<file path="config.mk">
export PLATFORM = sky130hd
export DESIGN_NAME = mux4_rr_arbiter
export DESIGN_NICKNAME = d
export VERILOG_FILES = /design/src/rtl/mux4_rr_arbiter.sv
export SDC_FILE = /design/constraint.sdc
export NUM_CORES = 1
export LEC_CHECK = 0
export CAP_MARGIN = 20
export CORE_UTILIZATION = 43
export DETAILED_ROUTE_END_ITERATION = 6
export PLACE_DENSITY = 0.91
export SLEW_MARGIN = 20
export SYNTH_ARGS = -nofsm -noshare
export SYNTH_HDL_FRONTEND = slang
export SYNTH_SLANG_ARGS = --single-unit
</file>
<file path="constraint.sdc">
create_clock -name i_clock -period 1.9 [get_ports i_clock]
set_input_delay 0.285 -clock i_clock [delete_from_list [all_inputs] [get_ports i_clock]]
set_output_delay 0.285 -clock i_clock [all_outputs]
set_load 0.005 [all_outputs]
</file>
<file path="src/rtl/mux4_rr_arbiter.sv">
// mux4_rr_arbiter: round-robin arbiter sharing one 8-bit channel among four
// byte producers, with a registered valid/ready output stage.
// Optional feature macro: ARB_LOCK_EN (adds i_lock port and a consecutive-grant
// counter bounded by LOCK_MAX). Default build has neither.
//
// state | meaning
// IDLE  | no byte pending, o_out_valid = 0
// BUSY  | byte pending on o_out, o_out_valid = 1

module mux4_rr_arbiter #(
  parameter int LOCK_MAX = 4
) (
  input  logic       i_clock,
  input  logic       i_reset,
  input  logic [3:0] i_req,
  input  logic [7:0] i_input1,
  input  logic [7:0] i_input2,
  input  logic [7:0] i_input3,
  input  logic [7:0] i_input4,
`ifdef ARB_LOCK_EN
  input  logic [3:0] i_lock,
`endif
  output logic [3:0] o_grant,
  output logic [3:0] o_ack,
  output logic [1:0] o_selector,
  output logic [7:0] o_out,
  output logic       o_out_valid,
  input  logic       i_out_ready
);

  // LOCK_MAX must fit the 4-bit consecutive-grant counter
  if (LOCK_MAX < 1 || LOCK_MAX > 15) begin : g_bad_lock_max
    $error("LOCK_MAX out of range 1..15");
  end

  typedef enum logic {ST_IDLE = 1'b0, ST_BUSY = 1'b1} state_t;

  state_t     r_state;
  state_t     w_state_nxt;
  logic [1:0] r_ptr;
  logic [1:0] r_sel;
  logic [3:0] r_grant;
  logic [3:0] r_ack;
  logic [7:0] r_out;

  logic       w_hs;
  logic       w_arb;
  logic [3:0] w_mask_req;
  logic       w_found;
  logic [1:0] w_win;
  logic       w_grant_now;
  logic [7:0] w_data;
  logic       w_lock_hold;

`ifdef ARB_LOCK_EN
  logic [3:0] r_lock_cnt;
`endif

  // state register
  always_ff @(posedge i_clock) begin
    if (i_reset) r_state <= ST_IDLE;
    else         r_state <= w_state_nxt;
  end

  // arbitration: scan from r_ptr+1 upward; the completing requester is masked
  // on a handshake so it cannot immediately win again (unless lock holds it)
  always_comb begin
    logic [1:0] v_idx;
    w_hs        = (r_state == ST_BUSY) && i_out_ready;
    w_arb       = ((r_state == ST_IDLE) && (i_req != 4'b0)) || w_hs;
    w_mask_req  = i_req;
    if (w_hs) w_mask_req[r_sel] = 1'b0;
    w_found     = 1'b0;
    w_win       = r_ptr;
    w_lock_hold = 1'b0;
    for (int k = 1; k <= 4; k++) begin
      v_idx = r_ptr + 2'(k);
      if (!w_found && w_mask_req[v_idx]) begin
        w_found = 1'b1;
        w_win   = v_idx;
      end
    end
`ifdef ARB_LOCK_EN
    w_lock_hold = w_hs && i_lock[r_sel] && i_req[r_sel] &&
                  (r_lock_cnt < 4'(LOCK_MAX - 1));
    if (w_lock_hold) begin
      w_found = 1'b1;
      w_win   = r_sel;
    end
`endif
    w_grant_now = w_arb && w_found;
  end

  // next-state logic
  always_comb begin
    w_state_nxt = r_state;
    if (w_grant_now) w_state_nxt = ST_BUSY;
    else if (w_hs)   w_state_nxt = ST_IDLE;
  end

  // output decode
  always_comb begin
    o_out_valid = (r_state == ST_BUSY);
    o_grant     = r_grant;
    o_ack       = r_ack;
    o_selector  = r_sel;
    o_out       = r_out;
  end

  // 4x1 byte select for the winner
  always_comb begin
    case (w_win)
      2'd0:    w_data = i_input1;
      2'd1:    w_data = i_input2;
      2'd2:    w_data = i_input3;
      default: w_data = i_input4;
    endcase
  end

  // datapath: capture byte at grant time, pulse ack on handshake
  always_ff @(posedge i_clock) begin
    if (i_reset) begin
      r_ptr   <= 2'd3;
      r_sel   <= 2'd0;
      r_grant <= 4'b0;
      r_ack   <= 4'b0;
      r_out   <= 8'h00;
    end else begin
      r_ack <= w_hs ? (4'b0001 << r_sel) : 4'b0;
      if (w_grant_now) begin
        r_out   <= w_data;
        r_sel   <= w_win;
        r_grant <= 4'b0001 << w_win;
        r_ptr   <= w_win;
      end else if (w_hs) begin
        r_grant <= 4'b0;
      end
    end
  end

`ifdef ARB_LOCK_EN
  // consecutive-grant counter: counts re-grants under lock, clears otherwise
  always_ff @(posedge i_clock) begin
    if (i_reset)          r_lock_cnt <= 4'd0;
    else if (w_grant_now) r_lock_cnt <= w_lock_hold ? r_lock_cnt + 4'd1 : 4'd0;
  end
`endif

endmodule

</file>
==> results of run 1 <==
[cell families after synthesis]
family,count (synthesis)
mux,2
compound gates,56
simple gates,53
flops,21
buf+inv,14
[power groups by stage]
stage | Clock [mW] | Sequential [mW] | Combinational [mW]
after floorplan | 0 | 0.549 | 0.432
after global placement | 0 | 0.557 | 0.759
after global routing | 0.233 | 0.567 | 0.927
after CTS | 0.214 | 0.555 | 0.807
final | 0.211 | 0.561 | 0.868
after detailed placement | 0 | 0.561 | 0.785
[synth_stat cells (4+ instances only)]
library cell   n  area [um^2]
nor2_1        13        48.80
a21oi_1        7        35.03
buf_6          4        45.04
nand2_1       14        52.55
o21ai_2        8        70.07
a31o_1         8        70.07
a21oi_2        4        35.03
o221ai_2       9        135.1
dfxtp_1       21        420.4
nand2b_1       4        25.02
nor3_1         5        25.02
[state kept, by name, summed over array words and instances, names as in the netlist]
signal / flops
o_grant: 4
o_ack: 4
o_out_valid: 1
r_ptr: 2
o_out: 8
o_selector: 2
[timing repair]
action | CTS | global route
gates resized for setup | 9 | 23
setup buffers | 0 | 4
endpoints found under the setup margin | 11 | 14
pin swaps | 2 | 9
[metal layers]
| metal | wire length (um) | GRT usage [%] | share of wire, % |
|---|---|---|---|
| met5 | 0 | 0 | 0 |
| met4 | 31 | 5.102 | 0.70 |
| met3 | 214 | 5.677 | 4.9 |
| met2 | 2321 | 46.39 | 53 |
| met1 | 1844 | 30.28 | 42 |
[per-stage QoR]
stage          utilization, %  TNS, ps  power [mW]  instances  setup slack (ps)
6_report                77.24        0       1.640        272             43.60
5_1_grt                 77.24   -82.47       1.726        272            -18.72
4_1_cts                 73.74        0       1.576        268             4.333
3_5_place_dp            71.87    -5054       1.346        264            -392.7
3_3_place_gp            71.87    -3963       1.316        264            -302.0
2_1_floorplan               -        0      0.9805        146             168.8
[final cells by class]
cell class	instances	area, um^2
Inverter	3	11.26
Tap cell	44	55.05
Fill cell	203	700.7
Sequential cell	21	429.2
Timing Repair Buffer	89	884.6
Clock buffer	4	26.28
Multi-Input combinational cell	111	970.9
[critical path, cell delays in order]
cell	delay [ps]
clkdlybuf4s50_1	500
or4_4	570
o21ai_4	200
a31o_4	170
nor2_4	50
buf_12	160
o221ai_4	60
o21ai_2	80
[how the worst max path moves through the flow]
stage                     depth (start not counted)  slack (ps)                       start               endpoint
after floorplan                                   8         170  o_selector[1]$_SDFFE_PP0P_  o_out[0]$_SDFFE_PP0P_
after global placement                            9        -300                 i_out_ready  o_out[6]$_SDFFE_PP0P_
after detailed placement                          9        -390                 i_out_ready  o_out[6]$_SDFFE_PP0P_
after CTS                                         7           4                    i_req[0]  o_out[7]$_SDFFE_PP0P_
after global routing                              8         -20                    i_req[0]  o_out[0]$_SDFFE_PP0P_
final                                             8          40                    i_req[0]  o_out[0]$_SDFFE_PP0P_
==> results summary, run 1 <==
Pin placement for this block handled 58 I/O pins. In this run, the clock network consumes 12.8% of the power. The clock-pin transition on the worst setup and hold timing paths is 110 ps.

In this run the deepest clock path goes through 2 buffers. The starting density of the core is a little under half. The post-route netlist has between 30% and 40% of its cells at a drive strength greater than 1. STA classifies the critical path endpoint as a register. After synthesis, the netlist uses 48 different library cells. The most instantiated flip-flop cell in the synthesis netlist is dfxtp_1.

The reg2reg setup slack came out at 60 ps. The number of cell instances on the worst register-to-register path came out at 9. The total core area is 3078 um^2. The mapped cell area came out at 1413 um^2. After legalization and detailed placement, the total HPWL measured approximately 3300 um. The critical path in this run is classified as input port to register. The analysis attributes to cell leakage a power of 0.8924 nW. After clock tree synthesis, the flow added hold-fix buffers numbering 0. The count of final hold-check violations was 0. The hold path startpoint is o_out[5]$_SDFFE_PP0P_. Net switching is between 30% and 40% of the power. In this run the number of H-tree levels came out at 1. The slew at the pin closest to its max-slew limit came out at 428.0 ps. The finished cells cover 2377 um^2. The clock latency at the later pin of the worst-skew pair is 300 ps. After Yosys synthesis, XOR and XNOR cells account for 0% of the synthesized area. The adder and majority gate portion of the synthesized area came out at 0%. The startpoint identified for the worst register-to-register timing path is o_selector[0]$_SDFFE_PP0P_. In this run, synthesis inferred 0 flip-flops with an integrated enable. The library cell used most frequently in the layout, excluding fill and tap cells, is clkdlybuf4s50_1.

The number of global-route vias before repair was 1522. In the routed layout, each cell is associated on average with a via count of 5.588. The floorplan step set the die width to 59.32 um.

The number of storage elements in the synthesis netlist is 21. The top achievable clock speed is 538.7 MHz. The flow ran to the end, and the final reports show no timing, DRC or antenna violations.

The number of nets still failing antenna checks after routing is 0. The number of design rule violations left after detail routing is 0. The type of element launching the critical path is an input port.

The number of rows created at floorplan came out at 20. The endpoint of the lowest-slack register-to-register path is o_out[7]$_SDFFE_PP0P_. The number of design-rule violations left by the first detailed-router iteration is 64. Measured against its own limit, the worst slew margin works out to 71.37%.

The placement-stage cell area is 2212 um^2. The remaining global-route overflow is 0. The die covers between 3000 and 4000 um^2. Clock skew on the completed layout was measured at 2.430 ps. The number of buffers added on ports is 57.

The design internal power is 1.066 mW. The synthesized netlist cell count came out at 146. IR analysis of the VDD net gives a maximum drop of 0.0004931 V.

The power per cell area is 689.7 nW/um^2. The final critical-path share of the clock period came out at 97.71%. The number of cells on the worst hold path came out at 2.

The combinational share of power is 53.0%. The final critical-path required period came out at 1856 ps. Dividing the synthesized area by the synthesized cell count gives between 9 and 10 um^2. The placer congestion estimate came out at just under 1. Across every metal layer, demand over resource in global routing totals 25.45%. The sequential cell area fraction in the yosys report came out at roughly 30%. The worst endpoint required time came out at 2100 ps. In this run the worst hold path is classified as register to register. The share of async-settable or async-resettable flops after synthesis is 0%. After synthesis, the largest family of logic cells by area is compound AO/OA/AOI/OAI gates. The overall via count from detail_route came out at 1520. The number of clock buffers added by TritonCTS is 3. In the synthesized netlist, mux cells make up 1.417% of the area.

The final number of setup-violating endpoints came out at 0. The final wirelength is around 4400 um. The reported net switching power came out at between 0.5 and 0.6 mW.

Final hold analysis gives a worst-case slack of approximately 460 ps. The wire length of the first global-routing pass is 6755 um. The maximum fanout encountered on the critical timing path came out at 8. Summing the areas of all compound-gate instances in the mapped netlist gives about two fifths of the synthesized area. Setup repair after global routing could not meet its margin everywhere.

The largest net degree at the start of global routing came out at 13. The worst endpoint data arrival time came out at roughly 2100 ps. Sequential cells burn 34.2% of the power. The average wire per cell in the routed design is 16.22 um. The number of detailed-route iterations in the first pass is 4. The initial antenna violation count is 0. The number of warnings reported in the yosys synthesis log is 0. The number of sinks handled by clock tree synthesis came out at 21.

The area added between synthesis and finish came out at 68.29%. Leaving out fill and tap cells, the most frequent cells in the layout are clkdlybuf4s50_1, buf_4, dfxtp_1. The synthesized netlist net count came out at 185. The share of synthesized cell area in and, or, nand and nor gates came out at 21.61%. The root cell of the clock tree is clkbuf_4. The clock tree from TritonCTS is yes. The count of inserted antenna diode cells is 0. The tool flagged a number of max-cap violations equal to 0. The overall die height is 59.32 um. The final max-slew violation count is 0.

The end point of the most critical hold path is o_out[5]$_SDFFE_PP0P_. After the last flow step, the layout net total stands at 268.
Power figures use the tool's default switching activity.
==> inputs of run 2 (changes only) <==
--- a/config.mk
+++ b/config.mk
@@ -10,2 +10,3 @@
 export DETAILED_ROUTE_END_ITERATION = 6
+export GPL_ROUTABILITY_DRIVEN = 0
 export PLACE_DENSITY = 0.91
==> constraint.sdc (replaced) <==
create_clock -name i_clock -period 1.9 [get_ports i_clock]
set_input_delay 0.19 -clock i_clock [delete_from_list [all_inputs] [get_ports i_clock]]
set_output_delay 0.19 -clock i_clock [all_outputs]
set_load 0.005 [all_outputs]
==> run 2 against run 1 <==
  * Routed wire length increased by 1.1%
  * Final area fell by 3.3%
  * Total power fell by 1.2%
  * Critical path type is now register to register
  * Die area did not move
  * Core utilization fell by 2.6 points
  * Final cell count down 1.5%
  * First-iteration DRC count is 9.4% lower
  * Register-to-register slack hardly changed
  * Critical path depth rose by 1
  * Hold slack lost 0.53 ps
  * Non-clock buffer count is 5 lower
==> results summary, run 2 (synthesis results as in run 1) <==
The run finished with clean final reports. The static leakage power is 0.8523 nW. The count of final hold-check violations was 0.

After filler insertion, the fill cell instance count of the layout stands at 206. The peak per-stage delay on the critical path is 350 ps. In the global route stage, overall resource usage came out at 24.66%. The wire length of the first global-routing pass is 6486 um.

The critical path is of the register to register type. The cell family contributing the most delay on the critical path is compound AO/OA/AOI/OAI gates. The floorplan die width came out at about 59 um. For the pin with the worst max-slew slack, the measured transition is 414.2 ps.

The clock network power share came out at 13.8%. The total I/O pin count is between 50 and 60. The register with the most flip-flops in the layout has 8 of them. The register share of total power is 34.4%.

Combinational cells account for about half of the total power. After detailed placement, the design holds a cell count of 261. The largest net degree at the start of global routing is 13. At the end of the flow, the number of nets in the layout was 264. The worst endpoint required time is around 2100 ps. Together, buffers and inverters on the worst path number 3. The critical path's most frequent cell is buf_4. In this run the worst path has a maximum fanout of 8. The internal power of the cells totals 1.042 mW. The worst endpoint data arrival time came out at 2070 ps. The number of design-rule violations left by the first detailed-router iteration came out at 58. The detailed router put a total of 1784 um of wire on met1.

Clock tree synthesis inserted a total of 3 buffers. After layout, the worst path uses 97.56% of the clock period. The routed via count divided by cell count came out at approximately 5.6.

The deepest level of the CTS H-tree came out at 1. The maximum number of buffers from clock root to sink came out at 2. Setup repair after global routing could not meet its margin everywhere. The clock-pin transition on the worst setup and hold timing paths is 120 ps. After layout, the minimum clock period comes to 1854 ps. The final wirelength is 4458 um. In this run, post-CTS hold repair placed 0 buffers.

For this design, the sink count on the clock tree is 21. The average wire per cell in the routed design is ~17 um. The maximum clock skew at final layout came out at between 7 and 8 ps. For this design the ratio of total power to cell area is 704.5 nW/um^2.

The least setup slack across all paths after layout is 46.43 ps. The die footprint came out at 3518 um^2. The initial antenna violation count came out at 0.

The overall via count from detail_route came out at 1513. The number of detailed-route iterations in the first pass is 4. STA classifies the critical path endpoint as a register. The clock tree from TritonCTS is yes. The switching share of power came out at about 36%. The top cell types in the final layout, fill and taps aside, are clkdlybuf4s50_1, buf_4, dfxtp_1. The final number of setup-violating endpoints is 0. The worst setup path is launched from a register. After detailed routing, the number of remaining DRC violations is 0.

The detail route stage leaves a number of antenna-violating nets equal to 0. The overall die height came out at approximately 59 um. The worst slew slack as a fraction of its limit is 72.30%. On the critical path, the stage with the largest delay is an instance of dfxtp_2. The detailed placement HPWL came out at 3231 um. The amount of wire on met2 after detailed routing is around 2300 um. The number of rows created at floorplan is 20. The reported max-cap violation count is 0. The number of buffers added on ports came out at 57. The root cell of the clock tree is clkbuf_4.

The routed design uses between 200 and 250 um of met3 wire. The sum of internal, switching and leakage power is ~1.6 mW. The number of global-route vias before repair came out at 1464.

The reported net switching power is 0.5770 mW. The clock latency at the later pin of the worst-skew pair is 320 ps. VDD sags by at most 0.0005968 V. The final cell count without fillers came out at 268.

The total core area came out at 3078 um^2. The remaining global-route overflow is 0. In this run the top signal layer used is met4. The final max-slew violation count is 0. Once the floorplan was initialized, standard cells occupied 45.89% of the core. Leaving out fill and tap cells, the most frequent cell in the layout is clkdlybuf4s50_1. The top achievable clock speed came out at 539.5 MHz. The count of inserted antenna diode cells is 0. The area added between synthesis and finish came out at 62.71%.

The type of the worst min-delay path is register to register. The worst slack at placement came out at -293.2 ps. Walking the worst path, the cells encountered are buf_4, and4bb_1, o22ai_1, a211oi_1, buf_4, a31oi_4, buf_12, o221ai_4, o21ai_2. The fraction of layout instances using a drive strength above 1 is 36.16%.
[run 2: what timing repair did]
item	CTS	global route
pin swaps	0	5
setup buffers	0	3
gates cloned	0	1
gates resized for setup	3	18
setup endpoints to repair	13	14
[run 2: final cells by class]
type | count | area (um^2) | area share (%)
Multi-Input combinational cell | 112 | 964.7 | 41.97
Timing Repair Buffer | 84 | 812.0 | 35.33
Sequential cell | 21 | 429.2 | 18.67
Tap cell | 44 | 55.05 | 2.395
Clock buffer | 4 | 26.28 | 1.143
Inverter | 3 | 11.26 | 0.4899
[run 2: layer usage]
layer  track usage (%)  vias up
met4             12.93        0
li1                  -      710
met5                 0        -
met3             5.459       10
met2             41.73       58
met1             28.90      735
[run 2: stage by stage]
| step | utilization, % | setup TNS (ps) | hold WS [ps] | instance area, um^2 |
|---|---|---|---|---|
| 5_1_grt | 74.67 | -271.1 | 484.9 | 2298 |
| 6_report | 74.67 | 0 | 462.7 | 2298 |
| 2_1_floorplan | - | 0 | 259.7 | 1413 |
| 4_1_cts | 71.42 | 0 | 463.7 | 2198 |
| 3_3_place_gp | 70.33 | -2198 | 436.1 | 2165 |
| 3_5_place_dp | 70.33 | -3688 | 440.7 | 2165 |
[run 2: worst reg2reg max path, delay by kind of cell, from the launching register on]
family	cells	cell delay (ps)
flip-flops	1	350
AO/OA/AOI/OAI	5	650
AND/OR/NAND/NOR	1	320
buffers and inverters	3	450
[run 2: path summary, 6_finish.rpt]
check	startpoint	end	slack [ps]	depth (start not counted)
setup / recovery	o_selector[0]$_SDFFE_PP0P_	o_out[1]$_SDFFE_PP0P_	50	9
hold / removal	o_out[0]$_SDFFE_PP0P_	o_out[0]$_SDFFE_PP0P_	460	2
setup reg to reg	o_selector[0]$_SDFFE_PP0P_	o_out[1]$_SDFFE_PP0P_	50	9
hold reg to reg	o_out[0]$_SDFFE_PP0P_	o_out[0]$_SDFFE_PP0P_	460	2
[run 2: power groups by stage]
stage / Sequential (mW) / Clock [mW] / Combinational [mW]
2_1_floorplan: 0.549 / 0 / 0.432
3_3_place_gp: 0.558 / 0 / 0.741
3_5_place_dp: 0.561 / 0 / 0.766
4_1_cts: 0.552 / 0.223 / 0.773
5_1_grt: 0.563 / 0.247 / 0.894
6_report: 0.557 / 0.223 / 0.840
